===== src/rtl/mkio_rt_sa_ctrl_if.sv =====
// MKIO word-level link between the decoder/encoder and the RT controller.
// The master drives received words and tx_ack; the slave drives the transmit word.
`timescale 1ns/1ps
interface mkio_rt_sa_ctrl_if;
    logic        start;
    logic        rx_done;
    logic [15:0] rx_data;
    logic        p_error;
    logic [15:0] tx_data;
    logic        tx_cd;
    logic        tx_ready;
    logic        tx_ack;

    modport master (
        output start, rx_done, rx_data, p_error, tx_ack,
        input  tx_data, tx_cd, tx_ready
    );

    modport slave (
        input  start, rx_done, rx_data, p_error, tx_ack,
        output tx_data, tx_cd, tx_ready
    );
endinterface


===== src/rtl/mkio_rt_sa_ctrl.sv =====
// MKIO remote-terminal message controller with NUM_SA receive/transmit subaddresses.
// Define MKIO_RX_DOUBLE_BUF_EN to get per-subaddress double-banked receive buffers.
`timescale 1ns/1ps
module mkio_rt_sa_ctrl #(
    parameter logic [4:0]  ADDRESS    = 5'd1,
    parameter int          NUM_SA     = 4,
    parameter logic [15:0] RX_TIMEOUT = 16'd1000,
    localparam int         SAW        = $clog2(NUM_SA)
) (
    input  logic            clk,
    input  logic            reset,
    mkio_rt_sa_ctrl_if.slave bus,
    input  logic            wr_en,
    input  logic [SAW-1:0]  wr_sa,
    input  logic [4:0]      wr_addr,
    input  logic [15:0]     wr_data,
    input  logic [SAW-1:0]  rd_sa,
    input  logic [4:0]      rd_addr,
    output logic [15:0]     rd_data,
    output logic            busy,
    output logic            msg_done,
    output logic            msg_err,
    output logic [4:0]      msg_sa
);
    localparam int         DEPTH = 32 << SAW;
    localparam logic [4:0] NSA   = 5'(NUM_SA);

    typedef enum logic [3:0] {
        IDLE, CMD, RX_WAIT, RX_SAVE, SW_LOAD,
        SW_SEND, TX_LOAD, TX_SEND, DONE
    } state_t;

    state_t      state;
    logic [15:0] cmd;
    logic        cmd_perr;
    logic        err;
    logic [4:0]  cnt;
    logic [15:0] tmo;
    logic [15:0] rx_word;
    logic        rx_perr;
    logic [15:0] tx_q;

    // The latched command word is the single source of T/R, SA and N.
    logic           tr;
    logic           bcast;
    logic           addr_hit;
    logic           start_hit;
    logic           sa_ok;
    logic [4:0]     n_last;
    logic [SAW-1:0] sa_i;
    logic           rx_we;

    assign tr        = cmd[10];
    assign bcast     = (cmd[15:11] == 5'd31);
    assign addr_hit  = (cmd[15:11] == ADDRESS) || bcast;
    assign start_hit = (bus.rx_data[15:11] == ADDRESS) ||
                       (bus.rx_data[15:11] == 5'd31);
    assign sa_ok     = (cmd[9:5] < NSA);
    assign n_last    = cmd[4:0] - 5'd1;
    assign sa_i      = cmd[SAW+4:5];
    assign rx_we     = (state == RX_SAVE) && sa_ok;

    logic [15:0] tx_mem [DEPTH];

    always_ff @(posedge clk) begin
        if (wr_en)
            tx_mem[{wr_sa, wr_addr}] <= wr_data;
    end

`ifdef MKIO_RX_DOUBLE_BUF_EN
    logic [(1<<SAW)-1:0] bank;
    logic [15:0]         rx_mem [2*DEPTH];
    logic [SAW+5:0]      widx;
    logic [SAW+5:0]      ridx;
    assign widx = {~bank[sa_i], sa_i, cnt};
    assign ridx = {bank[rd_sa], rd_sa, rd_addr};
`else
    logic [15:0]         rx_mem [DEPTH];
    logic [SAW+4:0]      widx;
    logic [SAW+4:0]      ridx;
    assign widx = {sa_i, cnt};
    assign ridx = {rd_sa, rd_addr};
`endif

    always_ff @(posedge clk) begin
        if (rx_we)
            rx_mem[widx] <= rx_word;
    end

    always_ff @(posedge clk) begin
        if (reset)
            rd_data <= 16'd0;
        else
            rd_data <= rx_mem[ridx];
    end

    task automatic finish(input logic e);
        state    <= DONE;
        msg_done <= 1'b1;
        msg_err  <= e;
        msg_sa   <= cmd[9:5];
`ifdef MKIO_RX_DOUBLE_BUF_EN
        if (!e && !tr && sa_ok)
            bank[sa_i] <= ~bank[sa_i];
`endif
    endtask

    always_ff @(posedge clk) begin
        if (reset) begin
            state        <= IDLE;
            cmd          <= 16'd0;
            cmd_perr     <= 1'b0;
            err          <= 1'b0;
            cnt          <= 5'd0;
            tmo          <= 16'd0;
            rx_word      <= 16'd0;
            rx_perr      <= 1'b0;
            tx_q         <= 16'd0;
            bus.tx_data  <= 16'd0;
            bus.tx_cd    <= 1'b0;
            bus.tx_ready <= 1'b0;
            busy         <= 1'b0;
            msg_done     <= 1'b0;
            msg_err      <= 1'b0;
            msg_sa       <= 5'd0;
`ifdef MKIO_RX_DOUBLE_BUF_EN
            bank         <= '0;
`endif
        end else if (bus.start) begin
            // A new command always wins, silently dropping any message in flight.
            state        <= CMD;
            cmd          <= bus.rx_data;
            cmd_perr     <= bus.p_error;
            busy         <= start_hit;
            err          <= 1'b0;
            cnt          <= 5'd0;
            tmo          <= 16'd0;
            bus.tx_data  <= 16'd0;
            bus.tx_cd    <= 1'b0;
            bus.tx_ready <= 1'b0;
            msg_done     <= 1'b0;
        end else begin
            msg_done <= 1'b0;
            unique case (state)
                IDLE: ;
                CMD: begin
                    if (!addr_hit)
                        state <= IDLE;
                    else if (tr && bcast)
                        finish(1'b1);
                    else begin
                        err   <= cmd_perr || !sa_ok;
                        state <= tr ? SW_LOAD : RX_WAIT;
                    end
                end
                RX_WAIT: begin
                    if (bus.rx_done) begin
                        rx_word <= bus.rx_data;
                        rx_perr <= bus.p_error;
                        tmo     <= 16'd0;
                        state   <= RX_SAVE;
                    end else if (tmo == RX_TIMEOUT)
                        finish(1'b1);
                    else
                        tmo <= tmo + 16'd1;
                end
                RX_SAVE: begin
                    if (cnt == n_last) begin
                        if (bcast)
                            finish(err || rx_perr);
                        else begin
                            err   <= err || rx_perr;
                            state <= SW_LOAD;
                        end
                    end else begin
                        err   <= err || rx_perr;
                        cnt   <= cnt + 5'd1;
                        tmo   <= 16'd0;
                        state <= RX_WAIT;
                    end
                end
                SW_LOAD: begin
                    bus.tx_data  <= {ADDRESS, err, 10'd0};
                    bus.tx_cd    <= 1'b1;
                    bus.tx_ready <= 1'b1;
                    state        <= SW_SEND;
                end
                SW_SEND: begin
                    if (bus.tx_ack) begin
                        bus.tx_ready <= 1'b0;
                        cnt          <= 5'd0;
                        if (tr && !err)
                            state <= TX_LOAD;
                        else
                            finish(err);
                    end
                end
                TX_LOAD: begin
                    tx_q  <= tx_mem[{sa_i, cnt}];
                    state <= TX_SEND;
                end
                TX_SEND: begin
                    if (!bus.tx_ready) begin
                        bus.tx_data  <= tx_q;
                        bus.tx_cd    <= 1'b0;
                        bus.tx_ready <= 1'b1;
                    end else if (bus.tx_ack) begin
                        bus.tx_ready <= 1'b0;
                        if (cnt == n_last)
                            finish(err);
                        else begin
                            cnt   <= cnt + 5'd1;
                            state <= TX_LOAD;
                        end
                    end
                end
                DONE: begin
                    busy        <= 1'b0;
                    bus.tx_data <= 16'd0;
                    bus.tx_cd   <= 1'b0;
                    state       <= IDLE;
                end
                default: state <= IDLE;
            endcase
        end
    end
endmodule


===== src/flat_wrapper.sv =====
// flat-port wrapper written by rule: the top's interface ports become plain ports
module mkio_rt_sa_ctrl_flat 
#(
    parameter logic [4:0]  ADDRESS    = 5'd1,
    parameter int          NUM_SA     = 4,
    parameter logic [15:0] RX_TIMEOUT = 16'd1000,
    localparam int         SAW        = $clog2(NUM_SA)
)
  (clk, reset, wr_en, wr_sa, wr_addr, wr_data, rd_sa, rd_addr, rd_data, busy, msg_done, msg_err, msg_sa, bus_start, bus_rx_done, bus_rx_data, bus_p_error, bus_tx_ack, bus_tx_data, bus_tx_cd, bus_tx_ready);
  mkio_rt_sa_ctrl_if bus_i ();
  input  logic clk;
  input  logic reset;
  input  logic wr_en;
  input  logic [SAW-1:0] wr_sa;
  input  logic [4:0] wr_addr;
  input  logic [15:0] wr_data;
  input  logic [SAW-1:0] rd_sa;
  input  logic [4:0] rd_addr;
  output logic [15:0] rd_data;
  output logic busy;
  output logic msg_done;
  output logic msg_err;
  output logic [4:0] msg_sa;
  input wire logic [$bits(bus_i.start)-1:0] bus_start;
  input wire logic [$bits(bus_i.rx_done)-1:0] bus_rx_done;
  input wire logic [$bits(bus_i.rx_data)-1:0] bus_rx_data;
  input wire logic [$bits(bus_i.p_error)-1:0] bus_p_error;
  input wire logic [$bits(bus_i.tx_ack)-1:0] bus_tx_ack;
  output wire logic [$bits(bus_i.tx_data)-1:0] bus_tx_data;
  output wire logic [$bits(bus_i.tx_cd)-1:0] bus_tx_cd;
  output wire logic [$bits(bus_i.tx_ready)-1:0] bus_tx_ready;
  assign bus_i.start = bus_start;
  assign bus_i.rx_done = bus_rx_done;
  assign bus_i.rx_data = bus_rx_data;
  assign bus_i.p_error = bus_p_error;
  assign bus_i.tx_ack = bus_tx_ack;
  assign bus_tx_data = bus_i.tx_data;
  assign bus_tx_cd = bus_i.tx_cd;
  assign bus_tx_ready = bus_i.tx_ready;
  mkio_rt_sa_ctrl #(.ADDRESS(ADDRESS), .NUM_SA(NUM_SA), .RX_TIMEOUT(RX_TIMEOUT)) u_core (.clk(clk), .reset(reset), .bus(bus_i), .wr_en(wr_en), .wr_sa(wr_sa), .wr_addr(wr_addr), .wr_data(wr_data), .rd_sa(rd_sa), .rd_addr(rd_addr), .rd_data(rd_data), .busy(busy), .msg_done(msg_done), .msg_err(msg_err), .msg_sa(msg_sa));
endmodule

===== config.mk =====
export PLATFORM = sky130hd
export DESIGN_NAME = mkio_rt_sa_ctrl_flat
export DESIGN_NICKNAME = d
export VERILOG_FILES = /design/src/rtl/mkio_rt_sa_ctrl_if.sv /design/src/rtl/mkio_rt_sa_ctrl.sv /design/src/flat_wrapper.sv
export SDC_FILE = /design/constraint.sdc
export NUM_CORES = 2
export LEC_CHECK = 0
export CORE_ASPECT_RATIO = 0.9
export CORE_MARGIN = 2
export CORE_UTILIZATION = 55
export CTS_CLUSTER_DIAMETER = 60
export CTS_CLUSTER_SIZE = 24
export DETAILED_ROUTE_END_ITERATION = 16
export PLACE_DENSITY = 0.79
export SLEW_MARGIN = 20
export SYNTH_ARGS = -nofsm -noshare
export SYNTH_HDL_FRONTEND = slang
export SYNTH_SLANG_ARGS = --single-unit

===== constraint.sdc =====
create_clock -name clk -period 5.8 [get_ports clk]
set_clock_uncertainty 0.1 [all_clocks]
set_input_delay 0.58 -clock clk [delete_from_list [all_inputs] [get_ports clk]]
set_output_delay 0.58 -clock clk [all_outputs]
set_load 0.005 [all_outputs]

Word level (Yosys, flattened, before mapping)
Memories as Yosys holds them, arrays and structs flattened. A register that Yosys moved wholly into a read port is not among the register bits.
Cells that the tools add are included.
- $add $sub $neg: 3
- order comparisons: 1
- equality and inequality tests: 36
- muxes and demuxes: 78
- bitwise logic cells: 2
- reductions and logical operators: 28
- operators with widths (cell ; number):
    2-to-1 mux 5 bit ; 15
    2-to-1 mux 16 bit ; 4
    case mux 16 bit (3 select lines) ; 1
    2-to-1 mux 4 bit ; 11
    2-to-1 mux 1 bit ; 37
    case mux 16 bit (2 select lines) ; 1
    case mux 4 bit (8 select lines) ; 1
    case mux 5 bit (5 select lines) ; 1
    != test 2 bit, second input constant ; 9
    adder 16 x 1 -> 16 bit, second input constant ; 1
    equality test 16 x 10 -> 1 bit, second input constant ; 1
    equality test 4 x 3 -> 1 bit, second input constant ; 4
    case mux 5 bit (3 select lines) ; 1
    AND reduction 13 bit ; 1
    != test 2 x 1 -> 1 bit, second input constant ; 6
    != test 3 bit, second input constant ; 4
    equality test 5 x 1 -> 1 bit, second input constant ; 2
    equality test 5 bit, second input constant ; 2
    case mux 1 bit (5 select lines) ; 2
    AND reduction 5 bit ; 2
    nonzero test 3 bit ; 3
    equality test 4 x 2 -> 1 bit, second input constant ; 2
    AND reduction 4 bit ; 2
    != test 3 x 2 -> 1 bit, second input constant ; 2
    20 further kinds ; 33
- register bits: 86
- RAM bits: 4096
- input bits: 53
- logic and storage cells: 166
- memories: 2
- memory list (name ; depth ; bits a word ; read ports ; clocked after Yosys merged registers in ; write ports ; RTL line ; source):
    u_core.rx_mem ; 128 ; 16 ; 1 ; 1 ; 1 ; mkio_rt_sa_ctrl.sv:78 ; logic [15:0] rx_mem [DEPTH];
    u_core.tx_mem ; 128 ; 16 ; 1 ; 1 ; 1 ; mkio_rt_sa_ctrl.sv:63 ; logic [15:0] tx_mem [DEPTH];

Depth between registers and ports, before layout
- word-level depth: 7
- gate-level depth with buffers: 13
- depth with buffers taken out: 9

Worst setup path after synthesis
No wires, ideal clock.
- path kind: flip-flop to flip-flop
- from: reg u_core.cnt[2]
- to: mem u_core.rx_mem[102][0], enable pin
- library setup time: 0.388 ns
- arrival: 2.614 ns
- slack: 2.697 ns
- stages on the path, launching flop included: 10
- path buffers: 7
- clock period less this slack: 3.103 ns
- cell sequence: dfxtp_1 -> buf_4 -> buf_2 -> buf_4 -> buf_2 -> buf_2 -> buf_2 -> nand2_1 -> clkbuf_1 -> nor2_1
- RTL lines (what ; RTL line ; source):
    start: declaration ; mkio_rt_sa_ctrl.sv:37 ; logic [4:0] cnt;
    start signal: assignment ; mkio_rt_sa_ctrl.sv:177 ; cnt <= cnt + 5'd1;
    start signal: assignment ; mkio_rt_sa_ctrl.sv:212 ; cnt <= cnt + 5'd1;
    end: declaration ; mkio_rt_sa_ctrl.sv:78 ;
No word-level cell before the write port.

==> flow_summary.rst <==
.. list-table::
   :header-rows: 1

   * - Metric
     - Value
   * - CP Launch Point
     - u_core.cnt[2]
   * - Setup-violating endpoint count in the final report
     - 0
   * - Remaining max-slew budget at the tightest pin
     - 0.0762
   * - Asr flop ratio synth
     - 0
   * - Vias per cell
     - 7.12
   * - Worst vdd rail ir drop
     - 0.336 mV
   * - Cell with the biggest individual delay on the critical path
     - sky130_fd_sc_hd__o21ai_0
   * - Placer Congestion
     - 0.957
   * - Number of distinct library cells after synthesis
     - 82
   * - Highest Clock Rate
     - 211 MHz
   * - Post-route DRC
     - 0
   * - Power share of the sequential group
     - 0.637
   * - Number of DRC markers after the initial detailed-route iteration
     - 17,700
   * - Highest-count cells in the layout ignoring fill and taps
     - sky130_fd_sc_hd__edfxtp_1 (4,096), sky130_fd_sc_hd__mux4_2 (848), sky130_fd_sc_hd__nor2_1 (461), sky130_fd_sc_hd__buf_4 (450), sky130_fd_sc_hd__nand2_1 (314)
   * - Transition time at the pin with the least slew margin
     - 1.37 ns
   * - Number of antenna violations at the first check in global routing
     - 37
   * - Most numerous cell on the critical path
     - sky130_fd_sc_hd__buf_4
   * - Synthesized flop and latch total
     - 4,214
   * - Latest clock arrival within the worst-skew pair
     - 0.94 ns
   * - EDFF count, synth
     - 4,096
   * - Buf+Inv Stages, Crit Path
     - 2
   * - Slowest cell delay on critical path
     - 1.05 ns
   * - Net switching share of the total power
     - 0.204
   * - Vias in the first global route
     - 84,000
   * - Setup repair after global routing missed its margin
     - no
   * - Die Span X
     - 577 microns
   * - Max Slew Vio Count
     - 0
   * - Routed WL per cell
     - 36.1 microns
   * - Post-layout min period
     - 4.75 ns
   * - Clock slew at the register clock pins of the worst setup and hold paths
     - 0.09 ns
   * - Main flop type after synthesis
     - sky130_fd_sc_hd__edfxtp_1
   * - Kind of cell adding the most delay to the critical path
     - compound AO/OA/AOI/OAI gates
   * - Cell count after placement
     - 12,000
   * - Starting density of the core
     - 0.553
   * - Combined global-route utilization of all metal layers
     - 0.294
   * - Final global-route overflow total
     - 0
   * - Number of inserted filler cells in the final layout
     - 19,400
   * - Number of levels in the clock H-tree
     - 4
   * - Remaining antenna violation count
     - 0
   * - Post-Place Worst Slack
     - 1.41 ns
   * - Core region area
     - 294,000 sq um
   * - Static Leak
     - 48.9 nW
   * - Period utilisation layout
     - 0.818
   * - Number of warnings issued by yosys
     - 0
   * - Final Routed Wirelength
     - 446,000 microns
   * - Clk pwr share
     - 0.339
   * - Port bufs
     - 94
   * - Critical path capture point type
     - register
   * - Commonest non-fill, non-tap cell in the layout
     - sky130_fd_sc_hd__edfxtp_1
   * - Worst Setup Slack, final
     - 1.05 ns
   * - Layout overhead on the synthesized area
     - 9.01%
   * - Mapped Area
     - 163,000 sq um
   * - Final sum of negative setup slack
     - 0 ns
   * - Kind of start point of the critical path
     - register
   * - Setup slack on the worst flop-to-flop path
     - 1.05 ns
   * - Count of standard-cell rows
     - 189
   * - Maximum net fanout on the critical path
     - 51
   * - Portion of total power attributed to combinational logic
     - 0.024
   * - Post-synthesis instance total
     - 7,974
   * - Clk root buf
     - sky130_fd_sc_hd__clkbuf_16
   * - TritonCTS Sinks
     - 4,214
   * - I/O pin cnt
     - 95
   * - Status
     - finished clean
   * - Finished Layout Cells
     - 12,400
   * - Part of the Yosys area used for sequential elements
     - 0.771
   * - Global-route wire length before repair
     - 629,000 microns
   * - Buffers inserted by post-CTS timing repair
     - 0
   * - Overall via count from detail_route
     - 87,900
   * - # Max-Cap Violations
     - 0
   * - Path type of the worst min-delay path
     - input pin to register
   * - Critical Setup Path Class
     - register to register
   * - Hold Violations, Final
     - 0
   * - CTS tree
     - built
   * - Int Pwr
     - 41.5 mW
   * - Largest net degree at the start of global routing
     - 129
   * - Total power divided by cell area
     - 294 nW/um^2
   * - Critical Path AT
     - 5.47 ns
   * - Hold_ws
     - 0.0593 ns
   * - Hold wc startpoint
     - wr_data[13]
   * - Detailed Place HPWL
     - 262,000 microns
   * - Startpoint of the most critical register-to-register path
     - u_core.cnt[2]
   * - Height of the die
     - 520 microns
   * - 1st-pass router iterations
     - 9
   * - Required @ worst endpoint
     - 6.53 ns
   * - Clock buffers created by TritonCTS
     - 220
   * - Cell breakdown of the critical path
     - buf_4 > nor2b_4 > buf_4 > a221oi_1 > nor2_1 > o311a_1 > o21ai_0 > nand4_1 > o21a_1
   * - Final net count
     - 8,330
   * - CTS Buffer Depth
     - 4
   * - Mapped Avg Cell Area
     - 20.4 sq um
   * - Fraction of final layout cells with drive strength greater than 1
     - 0.226
   * - DIE AREA
     - 300,000 sq um
   * - Syn_nets
     - 8,031
   * - Net switching component of the power
     - 10.7 mW
## metrics by stage
step	total power, mW	instance area [sq um]	util
6_report	52.1	177000	0.602
5_1_grt	53.1	177000	0.602
4_1_cts	52.1	177000	0.602
3_5_place_dp	35.1	170000	0.578
3_3_place_gp	35.1	170000	0.578
2_1_floorplan	34.4	163000	-
## timing repair
action	in CTS	in global routing
hold buffers	3	0
gates resized for setup	0	0
endpoints found under the hold margin	57	0
## registers in the layout, summed over array words and instances (netlist names), 4 cells and up
register,count
u_core.rd_data,16
u_core.tx_mem,2048
u_core.cnt,5
u_core.tx_q,16
u_core.bus.tx_data,16
u_core.rx_word,16
u_core.rx_mem,2048
u_core.cmd,16
u_core.state,4
u_core.msg_sa,5
u_core.tmo,16
## cell usage after synthesis, types with 28 or more instances
cell / instances / area, sq um
sky130_fd_sc_hd__a211oi_1: 36 / 270
sky130_fd_sc_hd__a21oi_1: 199 / 996
sky130_fd_sc_hd__a221o_1: 28 / 280
sky130_fd_sc_hd__a221oi_1: 146 / 1280
sky130_fd_sc_hd__a22oi_1: 146 / 1100
sky130_fd_sc_hd__buf_1: 49 / 184
sky130_fd_sc_hd__buf_2: 162 / 811
sky130_fd_sc_hd__buf_4: 71 / 533
sky130_fd_sc_hd__clkbuf_1: 189 / 709
sky130_fd_sc_hd__dfxtp_1: 118 / 2360
sky130_fd_sc_hd__edfxtp_1: 4096 / 123000
sky130_fd_sc_hd__mux2_2: 174 / 1960
sky130_fd_sc_hd__mux2i_1: 242 / 2420
sky130_fd_sc_hd__mux4_2: 848 / 19100
sky130_fd_sc_hd__nand2_1: 321 / 1200
sky130_fd_sc_hd__nand3_1: 59 / 295
sky130_fd_sc_hd__nor2_1: 466 / 1750
sky130_fd_sc_hd__o21ai_0: 150 / 751
sky130_fd_sc_hd__o221ai_1: 40 / 350
## power by group through the flow
| stage | sequential [mW] | clock, mW | combinational, mW |
|---|---|---|---|
| final | 33.2 | 17.7 | 1.25 |
| after global routing | 33.2 | 18.6 | 1.29 |
| after CTS | 33.2 | 17.7 | 1.22 |
| after detailed placement | 33.9 | 0 | 1.21 |
| after global placement | 33.9 | 0 | 1.18 |
| after floorplan | 33.9 | 0 | 0.581 |
## worst reg2reg max path: stages (launching register included)
cell and delay [ns]:
sky130_fd_sc_hd__dfxtp_4 1.02, sky130_fd_sc_hd__buf_4 0.68, sky130_fd_sc_hd__nor2b_4 0.26, sky130_fd_sc_hd__buf_4 0.32, sky130_fd_sc_hd__a221oi_1 0.37, sky130_fd_sc_hd__nor2_1 0.09, sky130_fd_sc_hd__o311a_1 0.34, sky130_fd_sc_hd__o21ai_0 1.05
sky130_fd_sc_hd__nand4_1 0.19, sky130_fd_sc_hd__o21a_1 0.23
## metal layers
metal / wire length [microns] / track usage / vias to the layer above
met4: 20100 / 0.107 / 32
met5: 237 / 0 / -
met3: 73500 / 0.0967 / 1256
li1: - / - / 33500
met1: 154000 / 0.415 / 44800
met2: 198000 / 0.431 / 8348
## final timing paths
kind	to	cells after the start
min	u_core.tx_mem[94][13]	1
min reg2reg	u_core.bus.tx_data[9]	2
max	u_core.tx_q[0]	9
max reg2reg	u_core.tx_q[0]	9
## cells by family after synthesis
| family | count (synthesis) | share of synthesized area |
|---|---|---|
| flip-flops | 4214 | 0.771 |
| multiplexers | 1264 | 0.144 |
| AND/OR/NAND/NOR | 997 | 0.0261 |
| AO/OA/AOI/OAI | 972 | 0.0423 |
| buffers and inverters | 501 | 0.0151 |
| XOR/XNOR | 22 | 0.00128 |
| adder cells (fa/ha/maj) | 4 | 0.000308 |
## layout make-up
cell class | count | area (sq um) | share of cell area
inverter | 16 | 68.8 | 0.000388
timing repair buffer | 562 | 4810 | 0.0271
clock inverter | 89 | 1150 | 0.00647
sequential | 4214 | 125000 | 0.707
tap | 3915 | 4900 | 0.0276
antenna | 15 | 37.5 | 0.000212
multi-input combinational | 3259 | 35000 | 0.198
clock buffer | 282 | 5900 | 0.0333
Note: power is estimated with default switching activity, not from simulation.
